==> src/rtl/mul_seq_shift_add_pkg.sv <==
// Shared definitions for the sequential shift-and-add multiplier.
//   - state_t   : FSM encoding (IDLE, CALC, DONE)
//   - DEFAULT_WIDTH : default operand width
//   - cnt_width : width of the iteration counter for a given operand width
package mul_seq_shift_add_pkg;

  typedef enum logic [1:0] {
    IDLE = 2'b00,
    CALC = 2'b01,
    DONE = 2'b10
  } state_t;

  localparam int DEFAULT_WIDTH = 8;

  // The counter only has to hold 0..WIDTH-1; a 1-bit floor keeps tiny
  // widths from producing a zero-width vector.
  function automatic int cnt_width(input int w);
    return (w < 2) ? 1 : $clog2(w);
  endfunction

endpackage

==> src/rtl/mul_seq_shift_add_add_ripple_w.sv <==
// WIDTH-bit ripple-carry adder, carry-in tied to 0.
//   a, b      : addends
//   sum       : WIDTH-bit sum
//   carry_out : carry out of the top bit
module mul_seq_shift_add_add_ripple_w #(
  parameter int WIDTH = 8
) (
  input  logic [WIDTH-1:0] a,
  input  logic [WIDTH-1:0] b,
  output logic [WIDTH-1:0] sum,
  output logic             carry_out
);

  logic [WIDTH:0] carry;

  assign carry[0]  = 1'b0;
  assign carry_out = carry[WIDTH];

  // One full-adder cell per bit, each built from plain XOR/AND/OR gates so
  // the carry chain ripples from bit 0 upward.
  for (genvar i = 0; i < WIDTH; i++) begin : g_fa
    logic prop;
    logic gen;
    assign prop         = a[i] ^ b[i];
    assign gen          = a[i] & b[i];
    assign sum[i]       = prop ^ carry[i];
    assign carry[i+1]   = gen | (prop & carry[i]);
  end

endmodule

==> src/rtl/mul_seq_shift_add.sv <==
// Sequential unsigned WIDTH x WIDTH shift-and-add multiplier.
//   clk       : clock, rising edge
//   rst_n     : asynchronous active-low reset
//   start     : request, sampled only in IDLE
//   a, b      : multiplicand / multiplier, captured when start is accepted
//   busy      : registered, high while the FSM is in CALC or DONE
//   done      : registered one-cycle pulse, resultado valid from then on
//   resultado : 2*WIDTH-bit product, held until the next completion
//   zero      : high when resultado is zero
module mul_seq_shift_add
  import mul_seq_shift_add_pkg::*;
#(
  parameter int WIDTH = DEFAULT_WIDTH
) (
  input  logic                 clk,
  input  logic                 rst_n,
  input  logic                 start,
  input  logic [WIDTH-1:0]     a,
  input  logic [WIDTH-1:0]     b,
  output logic                 busy,
  output logic                 done,
  output logic [2*WIDTH-1:0]   resultado,
  output logic                 zero
);

  localparam int CW = cnt_width(WIDTH);

  state_t               state;
  state_t               next_state;
  logic [WIDTH-1:0]     mcand;
  logic [WIDTH-1:0]     mplier;
  logic [WIDTH-1:0]     acc_hi;
  logic [WIDTH-1:0]     addend;
  logic [WIDTH-1:0]     sum;
  logic                 carry;
  logic [CW-1:0]        cnt;
  logic                 last_iter;
  logic [2*WIDTH-1:0]   shifted;

  // Partial product for this iteration: the multiplicand when the current
  // multiplier LSB is set. The carry-out becomes the new top bit after the
  // right shift, so the accumulator can never overflow.
  assign addend    = mplier[0] ? mcand : '0;
  assign shifted   = {carry, sum, mplier[WIDTH-1:1]};
  assign last_iter = (cnt == CW'(WIDTH - 1));

  mul_seq_shift_add_add_ripple_w #(
    .WIDTH(WIDTH)
  ) u_add (
    .a        (acc_hi),
    .b        (addend),
    .sum      (sum),
    .carry_out(carry)
  );

  // State register.
  always_ff @(posedge clk or negedge rst_n) begin
    if (!rst_n) begin
      state <= IDLE;
    end else begin
      state <= next_state;
    end
  end

  // Next-state logic: WIDTH iterations in CALC, one cycle in DONE.
  always_comb begin
    next_state = state;
    case (state)
      IDLE:    if (start) next_state = CALC;
      CALC:    if (last_iter) next_state = DONE;
      DONE:    next_state = IDLE;
      default: next_state = IDLE;
    endcase
  end

  // Operand capture, shift-and-add iteration and result latch. The result
  // is taken from the post-shift value on the edge that enters DONE, so the
  // final iteration is included.
  always_ff @(posedge clk or negedge rst_n) begin
    if (!rst_n) begin
      mcand     <= '0;
      mplier    <= '0;
      acc_hi    <= '0;
      cnt       <= '0;
      resultado <= '0;
      zero      <= 1'b1;
    end else begin
      case (state)
        IDLE: begin
          if (start) begin
            mcand  <= a;
            mplier <= b;
            acc_hi <= '0;
            cnt    <= '0;
          end
        end
        CALC: begin
          acc_hi <= shifted[2*WIDTH-1:WIDTH];
          mplier <= shifted[WIDTH-1:0];
          cnt    <= cnt + 1'b1;
          if (last_iter) begin
            resultado <= shifted;
            zero      <= (shifted == '0);
          end
        end
        default: ;
      endcase
    end
  end

  // Status outputs are registered decodes of the current state, so they
  // trail the state by one cycle.
  always_ff @(posedge clk or negedge rst_n) begin
    if (!rst_n) begin
      busy <= 1'b0;
      done <= 1'b0;
    end else begin
      busy <= (state == CALC) || (state == DONE);
      done <= (state == DONE);
    end
  end

endmodule

==> config.mk <==
export PLATFORM = sky130hd
export DESIGN_NAME = mul_seq_shift_add
export DESIGN_NICKNAME = d
export VERILOG_FILES = /design/src/rtl/mul_seq_shift_add_pkg.sv /design/src/rtl/mul_seq_shift_add_add_ripple_w.sv /design/src/rtl/mul_seq_shift_add.sv
export SDC_FILE = /design/constraint.sdc
export NUM_CORES = 1
export LEC_CHECK = 0
export CAP_MARGIN = 20
export CORE_MARGIN = 2
export CORE_UTILIZATION = 45
export DETAILED_ROUTE_END_ITERATION = 16
export PLACE_DENSITY = 0.72
export SYNTH_ARGS = -nofsm -noshare
export SYNTH_HDL_FRONTEND = slang
export SYNTH_SLANG_ARGS = --single-unit
==> constraint.sdc <==
create_clock -name clk -period 3.96 [get_ports clk]
set_input_delay 0.396 -clock clk [delete_from_list [all_inputs] [get_ports clk]]
set_output_delay 0.396 -clock clk [all_outputs]
set_load 0.02 [all_outputs]
==> results of run 1 <==
cell type report:
type / instances / area (sq um) / share of cell area
inverters: 14 / 52.6 / 0.0194
multi-input cells: 111 / 896 / 0.331
flip-flops and latches: 48 / 1200 / 0.444
clock buffers: 7 / 76.3 / 0.0282
well taps: 54 / 67.6 / 0.0250
clock inverters: 1 / 5.00 / 0.00185
repair buffers: 41 / 408 / 0.151
path summary, 6_finish.rpt:
kind	startpoint	endpoint	cells after the start	slack, ps
setup / recovery	mplier[0]	zero	14	150
hold / removal	rst_n	resultado[10]	1	9
setup reg to reg	mplier[0]	zero	14	150
hold reg to reg	resultado[9]	resultado[9]	2	480
max in group asynchronous	rst_n	zero	2	3400
min in group clk	resultado[9]	resultado[9]	2	480
cells in the final DEF, fill, tap and decap left out, drive strengths merged:
cell and count:
a21oi 4, a22o 4, and2 4, buf 5, clkbuf 7, clkdlybuf4s50 36
clkinv 1, dfrtp 47, dfstp 1, fa 7, ha 6, inv 14
mux2 18, mux2i 9, nand2 30, nand2b 2, nand4 1, nand4b 1
nor2 1, nor4 1, o21ai 21, o41ai 1, or4b 1
state kept, by name, summed over array words and instances (netlist names):
| name | cells |
|---|---|
| resultado | 16 |
| done | 1 |
| mcand | 8 |
| acc_hi | 8 |
| busy | 1 |
| cnt | 3 |
| mplier | 8 |
| state | 2 |
| zero | 1 |
cells by family after synthesis:
kind of cell | count (synthesis) | share of synthesized area
AOI/OAI and AO/OA | 30 | 0.0813
adders and majority gates | 13 | 0.0991
buffers and inverters | 20 | 0.0427
DFF | 48 | 0.554
muxes | 27 | 0.137
and+or+nand+nor | 41 | 0.0865
stage by stage:
step,cells,area [sq um],hold slack (ps)
finish,276,2710,9.05
global route,276,2710,21.5
CTS,274,2660,314
detailed placement,266,2580,471
global placement,266,2580,464
floorplan,179,2170,100
metal layers:
layer  wire, um  vias up  track usage  share of wire
met5          0        -            0              0
met2       1790       41        0.226           0.46
met3        185        8       0.0412          0.047
met1       1870      667        0.227           0.48
li1           -      680            -              -
met4         83        0       0.0747          0.021
power groups by stage:
stage	clock [mW]	sequential (mW)	combinational (mW)
detailed placement	0	0.775	0.749
finish	0.275	0.766	0.791
global placement	0	0.770	0.728
global route	0.305	0.788	0.879
floorplan	0	0.785	0.493
CTS	0.283	0.766	0.750
timing repair:
| item | CTS | global route |
|---|---|---|
| setup buffers | 0 | 1 |
| endpoints found under the setup margin | 0 | 1 |
| endpoints found under the hold margin | 0 | 0 |
| gates resized for setup | 0 | 5 |
==> impl_results.md, run 1 <==
- Synth warnings: 0
- Root buffer cell: clkbuf_8
- Pre-Repair DR Iteration Count: 4
- Via count of the first global-routing pass: 1331
- Required time at the worst-slack endpoint: 4170 ps
- HPWL after detailed placement: 2810 um
- DIE WIDTH: 73.5 um
- Global router's overall resource usage: 0.159
- Main flop type after synthesis: dfrtp_1
- Number of buffers created by CTS: 5
- Fraction of registers with async set or reset after synthesis: 1.00
- Wire length of the first global-routing pass: 6510 um
- Area of the core region: 0.00469 sq mm
- Number of standard cells after synthesis: 179
- Port buffer count: 37
- Most common cell type on the critical path: fa_1
- Worst IR Drop VDD: 0.000243 V
- Clk Latency, worst-skew pair: 300 ps
- Die Y: 73.5 um
- Library cell with the largest summed area after synthesis: dfrtp_1
- Delay of the slowest critical-path stage: 550 ps
- Endpoint kind of the worst setup timing path: flip-flop
- Detailed Route Iter0 Violations: 65
- Maximum number of buffers from clock root to sink: 2
- Post-Synthesis Cell Area: 0.00217 sq mm
- Initial Utilization: 0.463
- Share of total power in sequential cells: 0.418
- Cell with the biggest individual delay on the critical path: or4b_4
- Ports placed on the boundary: 38
- Cell Pwr Density: 677 mW/mm^2
- Critical Path Start Type: flip-flop
- Top cells by count, synth: dfrtp_1, nand2_1, o21ai_0
- Signed area change from the synthesized netlist to the final layout: 24.7%
- Outcome: complete, no violations
- Filler cells: 411
- Combinational Power Share: 0.432
- Clock group share of total power: 0.150
- Final routed DRC violation total: 0
- Count of endpoints failing hold in the final timing report: 0
- Pin slew with the least headroom to its limit: 907 ps
- Final GP Congestion: 0.784
- Net count after synthesis: 211
- Overall die area: 0.00540 sq mm
- Count of max-cap constraint violations: 0
- Power consumption: 1.83 mW
- Arrival time at the worst endpoint: 4010 ps
- Number of cell rows: 25
- Total number of vias: 1396
- Post-DR vias/cell: 5.06
- Category of cells accounting for the largest share of critical-path delay: adder cells
- CP max FO: 2
- Top cells by area, synth: dfrtp_1, mux2_2, fa_1, nand2_1, o21ai_0
- Pre-CTS setup slack: 201 ps
- Worst clock skew on the final layout: 13.6 ps
- Switching share of total power: 0.370
- Clock sink count: 48
- Clock-pin slew on the worst setup and hold paths: 80 ps
- Pin count of the biggest net entering global routing: 49
- Worst Setup Slack, final: 153 ps
- # diodes: 0
- Worst setup path class: flip-flop to flip-flop
- Final total negative setup slack: 0 ps
- Core occupancy in the finished layout: 0.577
- Count of endpoints failing setup in the final report: 0
- Clock tree from TritonCTS: built
- Leakage power of the design: 1.25 nW
- Total wirelength of the detailed-routed design: 3920 um
- Sequential element share of the synthesized area: 0.554
- Fraction of post-synthesis cell area in the top cell type by area: 0.542
- Cell with the most instances after synthesis: dfrtp_1
- Timing-limited maximum frequency: 263 MHz
- Ratio of final minimum period to clock period: 0.961
- Fraction of layout cells with a size suffix above 1: 0.167
- Crit path cell chain: and2_1 > ha_1 > inv_1 > fa_2 > fa_2 > fa_1 > inv_1 > fa_1 > inv_1 > fa_1 > inv_2 > fa_1 > or4b_4 > o41ai_4
- Flops & latches, synth: 48
- Internal power consumption: 1.15 mW
- Clock period minus final worst setup slack: 3810 ps
- Global route overflow: 0
- EDFF count, synth: 0
- Worst Path Buf+Inv: 4
- Count of antenna-violating nets left after detailed routing: 0
- Post-synthesis average cell area: 12.1 sq um
- Synth unique cells: 25
- H-tree Lvls: 2
- Initial antenna violation count: 0
- Routed length per placed instance: 14.2 um
- Count of hold-fix buffers inserted at cts: 0
- Class of the tightest hold or removal check: primary input to asynchronous set/reset pin
- Headroom to the max-slew limit: 0.384
- Reported net switching power: 0.678 mW
- Count of final max-slew check failures: 0
- Net count reported at finish: 253
No activity file was read; power rests on OpenSTA's default activity.
==> run 2, diff against run 1 <==
Settings changed: RECOVER_POWER set to 100.
==> impl_results.md, run 2 (same netlist as run 1, synthesis figures left out) <==
- Number of cell rows: 25
- Launching element of the worst setup path: mplier[0]
- CP max FO: 2
- Worst clock skew on the final layout: 13.3 ps
- Ratio of final minimum period to clock period: 0.961
- Count of antenna-violating nets left after detailed routing: 0
- DIE WIDTH: 73.5 um
- Clock-pin slew on the worst setup and hold paths: 80 ps
- Internal reg-to-reg setup slack: 150 ps
- HPWL after detailed placement: 2810 um
- Port buffer count: 37
- Class of the tightest hold or removal check: primary input to asynchronous set/reset pin
- Ports placed on the boundary: 38
- Area of the core region: 0.00469 sq mm
- Initial antenna violation count: 0
- Headroom to the max-slew limit: -0.154
- Clock sink count: 48
- Clock tree from TritonCTS: built
- H-tree Lvls: 2
- Detailed Route Iter0 Violations: 76
- Post-DR vias/cell: 5.10
- Total non-filler cell area in the finished layout: 0.00268 sq mm
- Filler cells: 412
- Cell with the biggest individual delay on the critical path: or4b_4
- Pre-Repair DR Iteration Count: 4
- Pin slew with the least headroom to its limit: 1730 ps
- Number of buffers created by CTS: 5
- Net count reported at finish: 253
- Worst Setup Slack, final: 153 ps
- Count of hold-fix buffers inserted at cts: 0
- Cell Pwr Density: 673 mW/mm^2
- Global route overflow: 0
- Signed area change from the synthesized netlist to the final layout: 23.6%
- Outcome: finished, violations left
- Pin count of the biggest net entering global routing: 49
- Clk Latency, worst-skew pair: 300 ps
- Clock period minus final worst setup slack: 3810 ps
- Core occupancy in the finished layout: 0.572
- Count of final max-slew check failures: 34
- Violations in the final reports: capacitance limit, slew limit
- Root buffer cell: clkbuf_8
- Leading cell type in the layout, fill and taps excluded: dfrtp_1
- Timing-limited maximum frequency: 263 MHz
- Initial Utilization: 0.463
- Final GP Congestion: 0.784
- Fraction of layout cells with a size suffix above 1: 0.149
- Worst IR Drop VDD: 0.000242 V
- Largest register by flop count: resultado
- Delay of the slowest critical-path stage: 550 ps
- Total number of vias: 1408
- Leakage power of the design: 1.29 nW
- Count of endpoints failing hold in the final timing report: 0
- Number of flip-flops under the largest register name: 16
- Die Y: 73.5 um
- Worst setup path class: flip-flop to flip-flop
- Endpoint kind of the worst setup timing path: flip-flop
- Total placed instance area: 0.00258 sq mm
- Critical Path Start Type: flip-flop
- Arrival time at the worst endpoint: 4010 ps
- Worst reg2reg path startpoint: mplier[0]
- Wire length of the first global-routing pass: 6510 um
- Pre-CTS setup slack: 201 ps
- Most common cell type on the critical path: fa_1
- Worst hold slack: 166 ps
- Count of max-cap constraint violations: 1
- Routed length per placed instance: 14.2 um
- Top library cells by usage in the layout, fill and taps aside: dfrtp_1, nand2_1, o21ai_0
- Via count of the first global-routing pass: 1331
- Crit path cell chain: and2_1 > ha_1 > inv_1 > fa_2 > fa_2 > fa_1 > inv_1 > fa_1 > inv_1 > fa_1 > inv_2 > fa_1 > or4b_4 > o41ai_4
- # diodes: 0
- Maximum number of buffers from clock root to sink: 2
- Total wirelength of the detailed-routed design: 3920 um
- Final routed DRC violation total: 0
- Count of endpoints failing setup in the final report: 0
- Required time at the worst-slack endpoint: 4170 ps
- Overall die area: 0.00540 sq mm
- Global router's overall resource usage: 0.159
## run 2: changes by cell type in the layout (fill, tap and decap cells not counted)
| cell | change |
|---|---|
| buf_12 | -1 |
| buf_2 | -1 |
| buf_4 | -1 |
| clkbuf_1 | +3 |
| clkdlybuf4s50_1 | -19 |
| dlygate4sd3_1 | +19 |
| mux2i_1 | +1 |
| mux2i_2 | -1 |
| o21ai_0 | +1 |
| o21ai_1 | -1 |
## run 2: area by class of cell
| type | instances | area, sq um | area share |
|---|---|---|---|
| sequential | 48 | 1200 | 0.448 |
| multi-input combinational | 111 | 892 | 0.333 |
| timing repair buffer | 41 | 387 | 0.144 |
| clock buffer | 7 | 76.3 | 0.0285 |
| tap | 54 | 67.6 | 0.0252 |
| inverter | 14 | 52.6 | 0.0196 |
| clock inverter | 1 | 5.00 | 0.00187 |
## run 2: worst max-delay path, delay by kind of cell, from the launching register on
kind	cells	cell delay, ps
adder cells (fa/ha/maj)	7	2150
buffers and inverters	4	240
AND/OR/NAND/NOR	2	680
AO/OA/AOI/OAI	1	320
flip-flops	1	340
## run 2: final timing paths
path | to | cells past startpoint
min in group clk | resultado[9] | 2
max | zero | 14
min reg2reg | resultado[9] | 2
max reg2reg | zero | 14
min | resultado[12] | 1
max in group asynchronous | acc_hi[5] | 2
## run 2: what timing repair did
item | in CTS | in global routing
buffers inserted | 0 | 1
setup endpoints to repair | 0 | 1
gates resized for setup | 0 | 5
## run 2: report_power, final
part | leakage [nW] | internal [mW] | switching, mW
registers | 0.620 | 0.655 | 0.109
clock network | 0.0422 | 0.124 | 0.151
logic | 0.630 | 0.351 | 0.414
## run 2: through the flow
stage / std cells / setup TNS (ps) / total power [mW]
finish: 276 / 0 / 1.81
global route: 276 / -17.4 / 1.95
CTS: 274 / 0 / 1.80
detailed placement: 266 / 0 / 1.52
global placement: 266 / 0 / 1.50
floorplan: 179 / 0 / 1.28
## run 2: layer usage
metal,global-route usage,vias to the layer above,part of all wire
met1,0.227,676,0.48
met3,0.0412,8,0.047
met5,0,-,0
met2,0.226,41,0.45
li1,-,683,-
met4,0.0747,0,0.021
